File: config.mk
export PLATFORM = sky130hd
export DESIGN_NAME = i2c_target
export DESIGN_NICKNAME = d
export VERILOG_FILES = /design/src/rtl/i2c_target.sv
export SDC_FILE = /design/constraint.sdc
export NUM_CORES = 1
export LEC_CHECK = 0
export ABC_AREA = 0
export BUFFER_PORTS_ARGS = -buffer_cell sky130_fd_sc_hd__buf_4
export CAP_MARGIN = 25
export CELL_PAD_IN_SITES_DETAIL_PLACEMENT = 0
export CELL_PAD_IN_SITES_GLOBAL_PLACEMENT = 2
export CORE_ASPECT_RATIO = 0.6
export CORE_MARGIN = 2
export CORE_UTILIZATION = 39
export CTS_CLUSTER_DIAMETER = 200
export DETAILED_ROUTE_END_ITERATION = 10
export PLACE_DENSITY = 0.79
export REMOVE_ABC_BUFFERS = 1
export SLEW_MARGIN = 10
export SYNTH_ARGS = -nofsm -noshare
export SYNTH_HDL_FRONTEND = slang
export SYNTH_SLANG_ARGS = --single-unit
export TNS_END_PERCENT = 100
File: constraint.sdc
create_clock -name clk -period 2.3 [get_ports clk]
set_input_delay 0 -clock clk [delete_from_list [all_inputs] [get_ports clk]]
set_output_delay 0 -clock clk [all_outputs]
set_load 0.02 [all_outputs]
File: src/rtl/i2c_target.sv
`timescale 1ns/1ps
// I2C target: 7-bit address, 2-byte write word to rx_data, 2-byte read word from tx_data.
// Define I2C_TARGET_GLITCH_FILTER_EN to add a 3-sample majority filter on SCL and SDA.
module i2c_target #(
  parameter logic [6:0] TARGET_ADDR = 7'h4C,
  parameter int         SYNC_STAGES = 2
) (
  input  logic        clk,
  input  logic        reset_n,
  input  logic        scl,
  input  logic        sda_in,
  output logic        sda_oe,
  input  logic [15:0] tx_data,
  output logic [15:0] rx_data,
  output logic        rx_valid,
  output logic        busy,
  output logic [2:0]  dbg_state
);

  typedef enum logic [2:0] {
    IDLE, ADDR, ADDR_ACK, WR_BYTE, WR_ACK, RD_BYTE, RD_ACK, WAIT_STOP
  } state_t;

  logic [SYNC_STAGES-1:0] r_scl_sync, r_sda_sync;
  logic                   w_scl_s, w_sda_s;
  logic                   r_scl_d, r_sda_d;
  logic                   w_scl_rise, w_scl_fall, w_start, w_stop;

  always_ff @(posedge clk or negedge reset_n)
    if (!reset_n) begin
      r_scl_sync <= '1;
      r_sda_sync <= '1;
    end else begin
      r_scl_sync <= {r_scl_sync[SYNC_STAGES-2:0], scl};
      r_sda_sync <= {r_sda_sync[SYNC_STAGES-2:0], sda_in};
    end

`ifdef I2C_TARGET_GLITCH_FILTER_EN
  logic       w_scl_raw, w_sda_raw;
  logic [1:0] r_scl_hist, r_sda_hist;
  logic       r_scl_flt, r_sda_flt;

  assign w_scl_raw = r_scl_sync[SYNC_STAGES-1];
  assign w_sda_raw = r_sda_sync[SYNC_STAGES-1];

  // Registered 2-of-3 vote: a single-clk pulse never wins, a real edge costs 2 clk.
  always_ff @(posedge clk or negedge reset_n)
    if (!reset_n) begin
      r_scl_hist <= '1;
      r_sda_hist <= '1;
      r_scl_flt  <= 1'b1;
      r_sda_flt  <= 1'b1;
    end else begin
      r_scl_hist <= {r_scl_hist[0], w_scl_raw};
      r_sda_hist <= {r_sda_hist[0], w_sda_raw};
      r_scl_flt  <= (w_scl_raw & r_scl_hist[0]) | (w_scl_raw & r_scl_hist[1]) |
                    (r_scl_hist[0] & r_scl_hist[1]);
      r_sda_flt  <= (w_sda_raw & r_sda_hist[0]) | (w_sda_raw & r_sda_hist[1]) |
                    (r_sda_hist[0] & r_sda_hist[1]);
    end

  assign w_scl_s = r_scl_flt;
  assign w_sda_s = r_sda_flt;
`else
  assign w_scl_s = r_scl_sync[SYNC_STAGES-1];
  assign w_sda_s = r_sda_sync[SYNC_STAGES-1];
`endif

  always_ff @(posedge clk or negedge reset_n)
    if (!reset_n) begin
      r_scl_d <= 1'b1;
      r_sda_d <= 1'b1;
    end else begin
      r_scl_d <= w_scl_s;
      r_sda_d <= w_sda_s;
    end

  assign w_scl_rise = w_scl_s & ~r_scl_d;
  assign w_scl_fall = ~w_scl_s & r_scl_d;
  assign w_start    = w_scl_s & r_scl_d & r_sda_d & ~w_sda_s;
  assign w_stop     = w_scl_s & r_scl_d & ~r_sda_d & w_sda_s;

  state_t      r_state, w_state_nxt;
  logic [3:0]  r_bit_cnt, w_bit_cnt_nxt;
  logic [7:0]  r_shift, w_shift_nxt;
  logic [1:0]  r_byte_cnt, w_byte_cnt_nxt;
  logic [7:0]  r_wr_hi, w_wr_hi_nxt;
  logic [15:0] r_tx_word, w_tx_word_nxt;
  logic        r_ack, w_ack_nxt;
  logic        r_sda_oe, w_sda_oe_nxt;
  logic        r_busy, w_busy_nxt;
  logic [15:0] r_rx_data, w_rx_data_nxt;
  logic        r_rx_valid, w_rx_valid_nxt;
  logic [7:0]  w_rd_byte;

  // rx_valid is a single-clk strobe with no back-pressure: the consumer must take
  // rx_data in the cycle rx_valid is high; rx_data then holds until the next word.
  always_comb begin
    w_state_nxt    = r_state;
    w_bit_cnt_nxt  = r_bit_cnt;
    w_shift_nxt    = r_shift;
    w_byte_cnt_nxt = r_byte_cnt;
    w_wr_hi_nxt    = r_wr_hi;
    w_tx_word_nxt  = r_tx_word;
    w_ack_nxt      = r_ack;
    w_sda_oe_nxt   = r_sda_oe;
    w_busy_nxt     = r_busy;
    w_rx_data_nxt  = r_rx_data;
    w_rx_valid_nxt = 1'b0;
    w_rd_byte      = (r_byte_cnt == 2'd0) ? r_tx_word[7:0] : 8'hFF;

    if (w_stop) begin
      w_state_nxt  = IDLE;
      w_sda_oe_nxt = 1'b0;
      w_busy_nxt   = 1'b0;
    end else if (w_start) begin
      w_state_nxt   = ADDR;
      w_bit_cnt_nxt = 4'd0;
      w_sda_oe_nxt  = 1'b0;
    end else begin
      case (r_state)
        ADDR: begin
          if (w_scl_rise && r_bit_cnt != 4'd8) begin
            w_shift_nxt   = {r_shift[6:0], w_sda_s};
            w_bit_cnt_nxt = r_bit_cnt + 4'd1;
          end else if (w_scl_fall && r_bit_cnt == 4'd8) begin
            if (r_shift[7:1] == TARGET_ADDR) begin
              w_state_nxt   = ADDR_ACK;
              w_sda_oe_nxt  = 1'b1;
              w_busy_nxt    = 1'b1;
              w_tx_word_nxt = tx_data;
            end else begin
              w_state_nxt = WAIT_STOP;
            end
          end
        end
        ADDR_ACK: begin
          if (w_scl_fall) begin
            w_bit_cnt_nxt  = 4'd0;
            w_byte_cnt_nxt = 2'd0;
            if (r_shift[0]) begin
              w_state_nxt  = RD_BYTE;
              w_sda_oe_nxt = ~r_tx_word[15];
              w_shift_nxt  = {r_tx_word[14:8], 1'b0};
            end else begin
              w_state_nxt  = WR_BYTE;
              w_sda_oe_nxt = 1'b0;
            end
          end
        end
        WR_BYTE: begin
          if (w_scl_rise && r_bit_cnt != 4'd8) begin
            w_shift_nxt   = {r_shift[6:0], w_sda_s};
            w_bit_cnt_nxt = r_bit_cnt + 4'd1;
          end else if (w_scl_fall && r_bit_cnt == 4'd8) begin
            if (r_byte_cnt == 2'd2) begin
              w_state_nxt  = WAIT_STOP;
              w_sda_oe_nxt = 1'b0;
            end else begin
              w_state_nxt  = WR_ACK;
              w_sda_oe_nxt = 1'b1;
              if (r_byte_cnt == 2'd0) w_wr_hi_nxt = r_shift;
            end
          end
        end
        WR_ACK: begin
          if (w_scl_fall) begin
            w_sda_oe_nxt   = 1'b0;
            w_state_nxt    = WR_BYTE;
            w_bit_cnt_nxt  = 4'd0;
            w_byte_cnt_nxt = r_byte_cnt + 2'd1;
            if (r_byte_cnt == 2'd1) begin
              w_rx_data_nxt  = {r_wr_hi, r_shift};
              w_rx_valid_nxt = 1'b1;
            end
          end
        end
        RD_BYTE: begin
          if (w_scl_rise && r_bit_cnt != 4'd8) begin
            w_bit_cnt_nxt = r_bit_cnt + 4'd1;
          end else if (w_scl_fall) begin
            if (r_bit_cnt == 4'd8) begin
              w_state_nxt  = RD_ACK;
              w_sda_oe_nxt = 1'b0;
            end else begin
              w_sda_oe_nxt = ~r_shift[7];
              w_shift_nxt  = {r_shift[6:0], 1'b0};
            end
          end
        end
        RD_ACK: begin
          if (w_scl_rise) begin
            w_ack_nxt = ~w_sda_s;
          end else if (w_scl_fall) begin
            if (r_ack) begin
              w_state_nxt    = RD_BYTE;
              w_bit_cnt_nxt  = 4'd0;
              w_sda_oe_nxt   = ~w_rd_byte[7];
              w_shift_nxt    = {w_rd_byte[6:0], 1'b0};
              w_byte_cnt_nxt = (r_byte_cnt == 2'd2) ? 2'd2 : r_byte_cnt + 2'd1;
            end else begin
              w_state_nxt  = WAIT_STOP;
              w_sda_oe_nxt = 1'b0;
            end
          end
        end
        default: ;
      endcase
    end
  end

  always_ff @(posedge clk or negedge reset_n)
    if (!reset_n) begin
      r_state    <= IDLE;
      r_bit_cnt  <= '0;
      r_shift    <= '0;
      r_byte_cnt <= '0;
      r_wr_hi    <= '0;
      r_tx_word  <= '0;
      r_ack      <= 1'b0;
      r_sda_oe   <= 1'b0;
      r_busy     <= 1'b0;
      r_rx_data  <= '0;
      r_rx_valid <= 1'b0;
    end else begin
      r_state    <= w_state_nxt;
      r_bit_cnt  <= w_bit_cnt_nxt;
      r_shift    <= w_shift_nxt;
      r_byte_cnt <= w_byte_cnt_nxt;
      r_wr_hi    <= w_wr_hi_nxt;
      r_tx_word  <= w_tx_word_nxt;
      r_ack      <= w_ack_nxt;
      r_sda_oe   <= w_sda_oe_nxt;
      r_busy     <= w_busy_nxt;
      r_rx_data  <= w_rx_data_nxt;
      r_rx_valid <= w_rx_valid_nxt;
    end

  assign sda_oe    = r_sda_oe;
  assign busy      = r_busy;
  assign rx_data   = r_rx_data;
  assign rx_valid  = r_rx_valid;
  assign dbg_state = r_state;

endmodule

==> impl_metrics.yaml <==
timing:
  fin_crit_sh_pct: 93.0
  worstMarginPinSlew_ns: 0.843
  fmax_mhz: 468
  fin_skew_ns: 0.00501
  slew_headroom_pct: 43.8
  rsz0062_at_grt: "no"
  final-max-slew-violation-count: 0
  fin_ws_ns: 0.161
  fin_crit_ns: 2.14
  finalHoldViolations: 0
  setup_viol: 0
worst_setup_path:
  startpoint_type: "register"
  timing_worst_setup_path_type: "register to register"
  path_max_fanout: 5
  cp_data_required_time_ns: 2.51
  critical_path_arrival_ns: 2.35
  worst_setup_path_end_kind: "register"
placement:
  place_ws_ns: 0.111
  dpl.hpwl_mm: 5.13
  post_dp_cell_area_um2: 3770
  port-buffer-count: 41
  gp_congestion: 0.879
logic_synthesis:
  synth-edff-count: 0
  ys_seq_elements: 67
  yosysTopAreaCell: "dfrtp_1"
  yosys_warnings: 0
  synth_cell_types: 53
  synthCells: 274
  async_flop_share_pct: 100
  synth_top_area_share_pct: 46.5
  ys_top_cells_by_count: "dfrtp_1, mux2_2, a21oi_1, nand2_1, inv_1"
  avgSynthCellArea_um2: 12.0
  synth_seq_area_share_pct: 51.3
  yosysMostFrequentCell: "dfrtp_1"
  synth_area_leaders: "dfrtp_1, mux2_2, dfstp_2, mux2_4, a21oi_1"
  synth_area_um2: 3290
  synth-main-ff-cell: "dfrtp_1"
route:
  wl_met1_mm: 3.88
  first_iter_violations: 198
  wirelength_mm: 7.36
  maxUsedRoutingLayer: "met4"
  route.antenna.remaining_nets: 0
  firstDrtPassIters: 4
  post-route-drc-count: 0
  viasPerCell: 5.18
  wl_per_cell_um: 16.1
  wl_met2_mm: 2.86
  dr_wl_met3_um: 553
  vias: 2374
clock_network:
  clock-root-buffer: "clkbuf_16"
  clkTransAtPathRegs_ns: 0.05
  h-tree-depth: 3
  cts_max_path_buffers: 2
  clk_latency_ns: 0.33
  cts_buffers: 9
  clock_sinks: 67
  cts_tree: "built"
  post-cts-setup-buffer-count: 0
global_route:
  grt_overflow_total: 0
  grt.total_usage_pct: 17.7
  grt_pass1_vias: 2205
  antenna_found_initial: 0
  grt_max_degree: 68
  grt_pass1_wl_mm: 12.1
die:
  num_io_pins: 42
  coreArea_um2: 8010
  fp.dieW_um: 122
  rows: 25
  fp.dieH_um: 75.1
  die-area_um2: 9200
  start_util_pct: 41.0
power_and_ir_drop:
  ir_drop_mv: 0.474
  p_leak_nw: 2.05
  powerDensity_nw_per_um2: 1090
layout:
  antenna_cells: 0
  fin_nets: 371
  drive_gt1_share_pct: 37.7
  fin_util_pct: 53.3
  fin_area_um2: 4260
  synthToLayoutAreaGrowth_pct: 29.8
min_path:
  hold_class: "input pin to asynchronous set/reset pin"
status:
  status: "completed"
job:
  max_cap_violations: 0
## report_power, final
group          switching (W)  internal [W]
Combinational       0.000892      0.000793
Clock               0.000484      0.000857
Sequential          0.000238       0.00140
## registers in the layout, summed over array words and instances (netlist names), 2 cells and up
register,cells
r_scl_sync,2
dbg_state,3
r_tx_word,16
r_sda_sync,2
r_byte_cnt,2
rx_data,16
r_shift,8
r_bit_cnt,4
r_wr_hi,8
## metrics by stage
step	total power (W)	hold slack, ns	std cells	setup TNS (ns)
global route	0.00495	0.312	458	0
finish	0.00466	0.315	458	0
CTS	0.00466	0.304	458	0
global placement	0.00329	0.109	424	0
detailed placement	0.00327	0.110	424	0
floorplan	0.00268	-0.296	261	-4.02
## cell type report
cell class / instances / area (um2)
clock inverters: 5 / 53.8
fillers: 724 / 3740
repair buffers: 74 / 603
multi-input cells: 179 / 1490
flip-flops and latches: 67 / 1680
well taps: 108 / 135
clock buffers: 10 / 239
inverters: 15 / 56.3
## kinds of logic (layout without fill, tap and decap cells)
family	Yosys count	count (layout)	share of synthesized area, %
DFF	67	67	51.3
and+or+nand+nor	64	64	11.5
AOI/OAI and AO/OA	54	54	11.9
muxes	53	53	19.0
buffers and inverters	28	104	3.66
adders and majority gates	5	5	1.90
xor gates and xnor gates	3	3	0.800
## worst max-delay path, cell delays in order (launching register included)
cell,delay [ns]
dfrtp_1,0.42
inv_1,0.06
ha_1,0.20
and3b_1,0.22
o211a_1,0.24
a311oi_4,0.39
a21bo_2,0.28
a32o_1,0.20
## path summary, 6_finish.rpt
kind / startpoint / to / slack, ns / cells past startpoint
max: r_bit_cnt[0] / r_bit_cnt[1] / 0.16 / 7
max in group asynchronous: reset_n / r_tx_word[7] / 1.42 / 2
min reg2reg: r_scl_sync[0] / r_scl_sync[1] / 0.35 / 0
min: reset_n / r_byte_cnt[1] / 0.32 / 2
min in group clk: scl / r_scl_sync[0] / 0.32 / 2
max reg2reg: r_bit_cnt[0] / r_bit_cnt[1] / 0.16 / 7
## routing by layer
layer,track usage (%),up-vias
met2,22.9,81
met4,5.49,0
li1,-,1140
met5,0,-
met1,27.3,1144
met3,5.76,9
## layout by cell type (no fill, tap or decap), types with 2 or more instances in the layout
cell / netlist / layout
a21bo_2: 2 / 2
a21oi_1: 17 / 17
a221o_1: 7 / 7
a32o_1: 2 / 2
and3_1: 3 / 3
buf_4: 0 / 55
clkbuf_16: 0 / 9
clkinv_2: 0 / 3
dfrtp_1: 61 / 61
dfstp_2: 6 / 6
dlygate4sd3_1: 0 / 19
ha_1: 5 / 5
inv_1: 15 / 15
mux2_2: 39 / 39
mux2_4: 9 / 9
mux2i_1: 5 / 5
nand2_1: 16 / 16
nand2b_1: 7 / 7
nand3_1: 5 / 5
nand3b_1: 2 / 2
nand4b_1: 2 / 2
nor2_1: 8 / 8
nor2b_1: 4 / 4
nor3_1: 5 / 5
nor4_1: 2 / 2
o21ai_0: 8 / 8
o221ai_1: 2 / 2
o22ai_1: 2 / 2
xnor2_1: 2 / 2
## repair_timing
action                                  in CTS  in global routing
hold endpoints to repair                    79                  0
gates resized for setup                      0                  1
endpoints found under the setup margin       0                  1
hold buffers                                19                  0
Note: power is estimated with default switching activity, not from simulation.
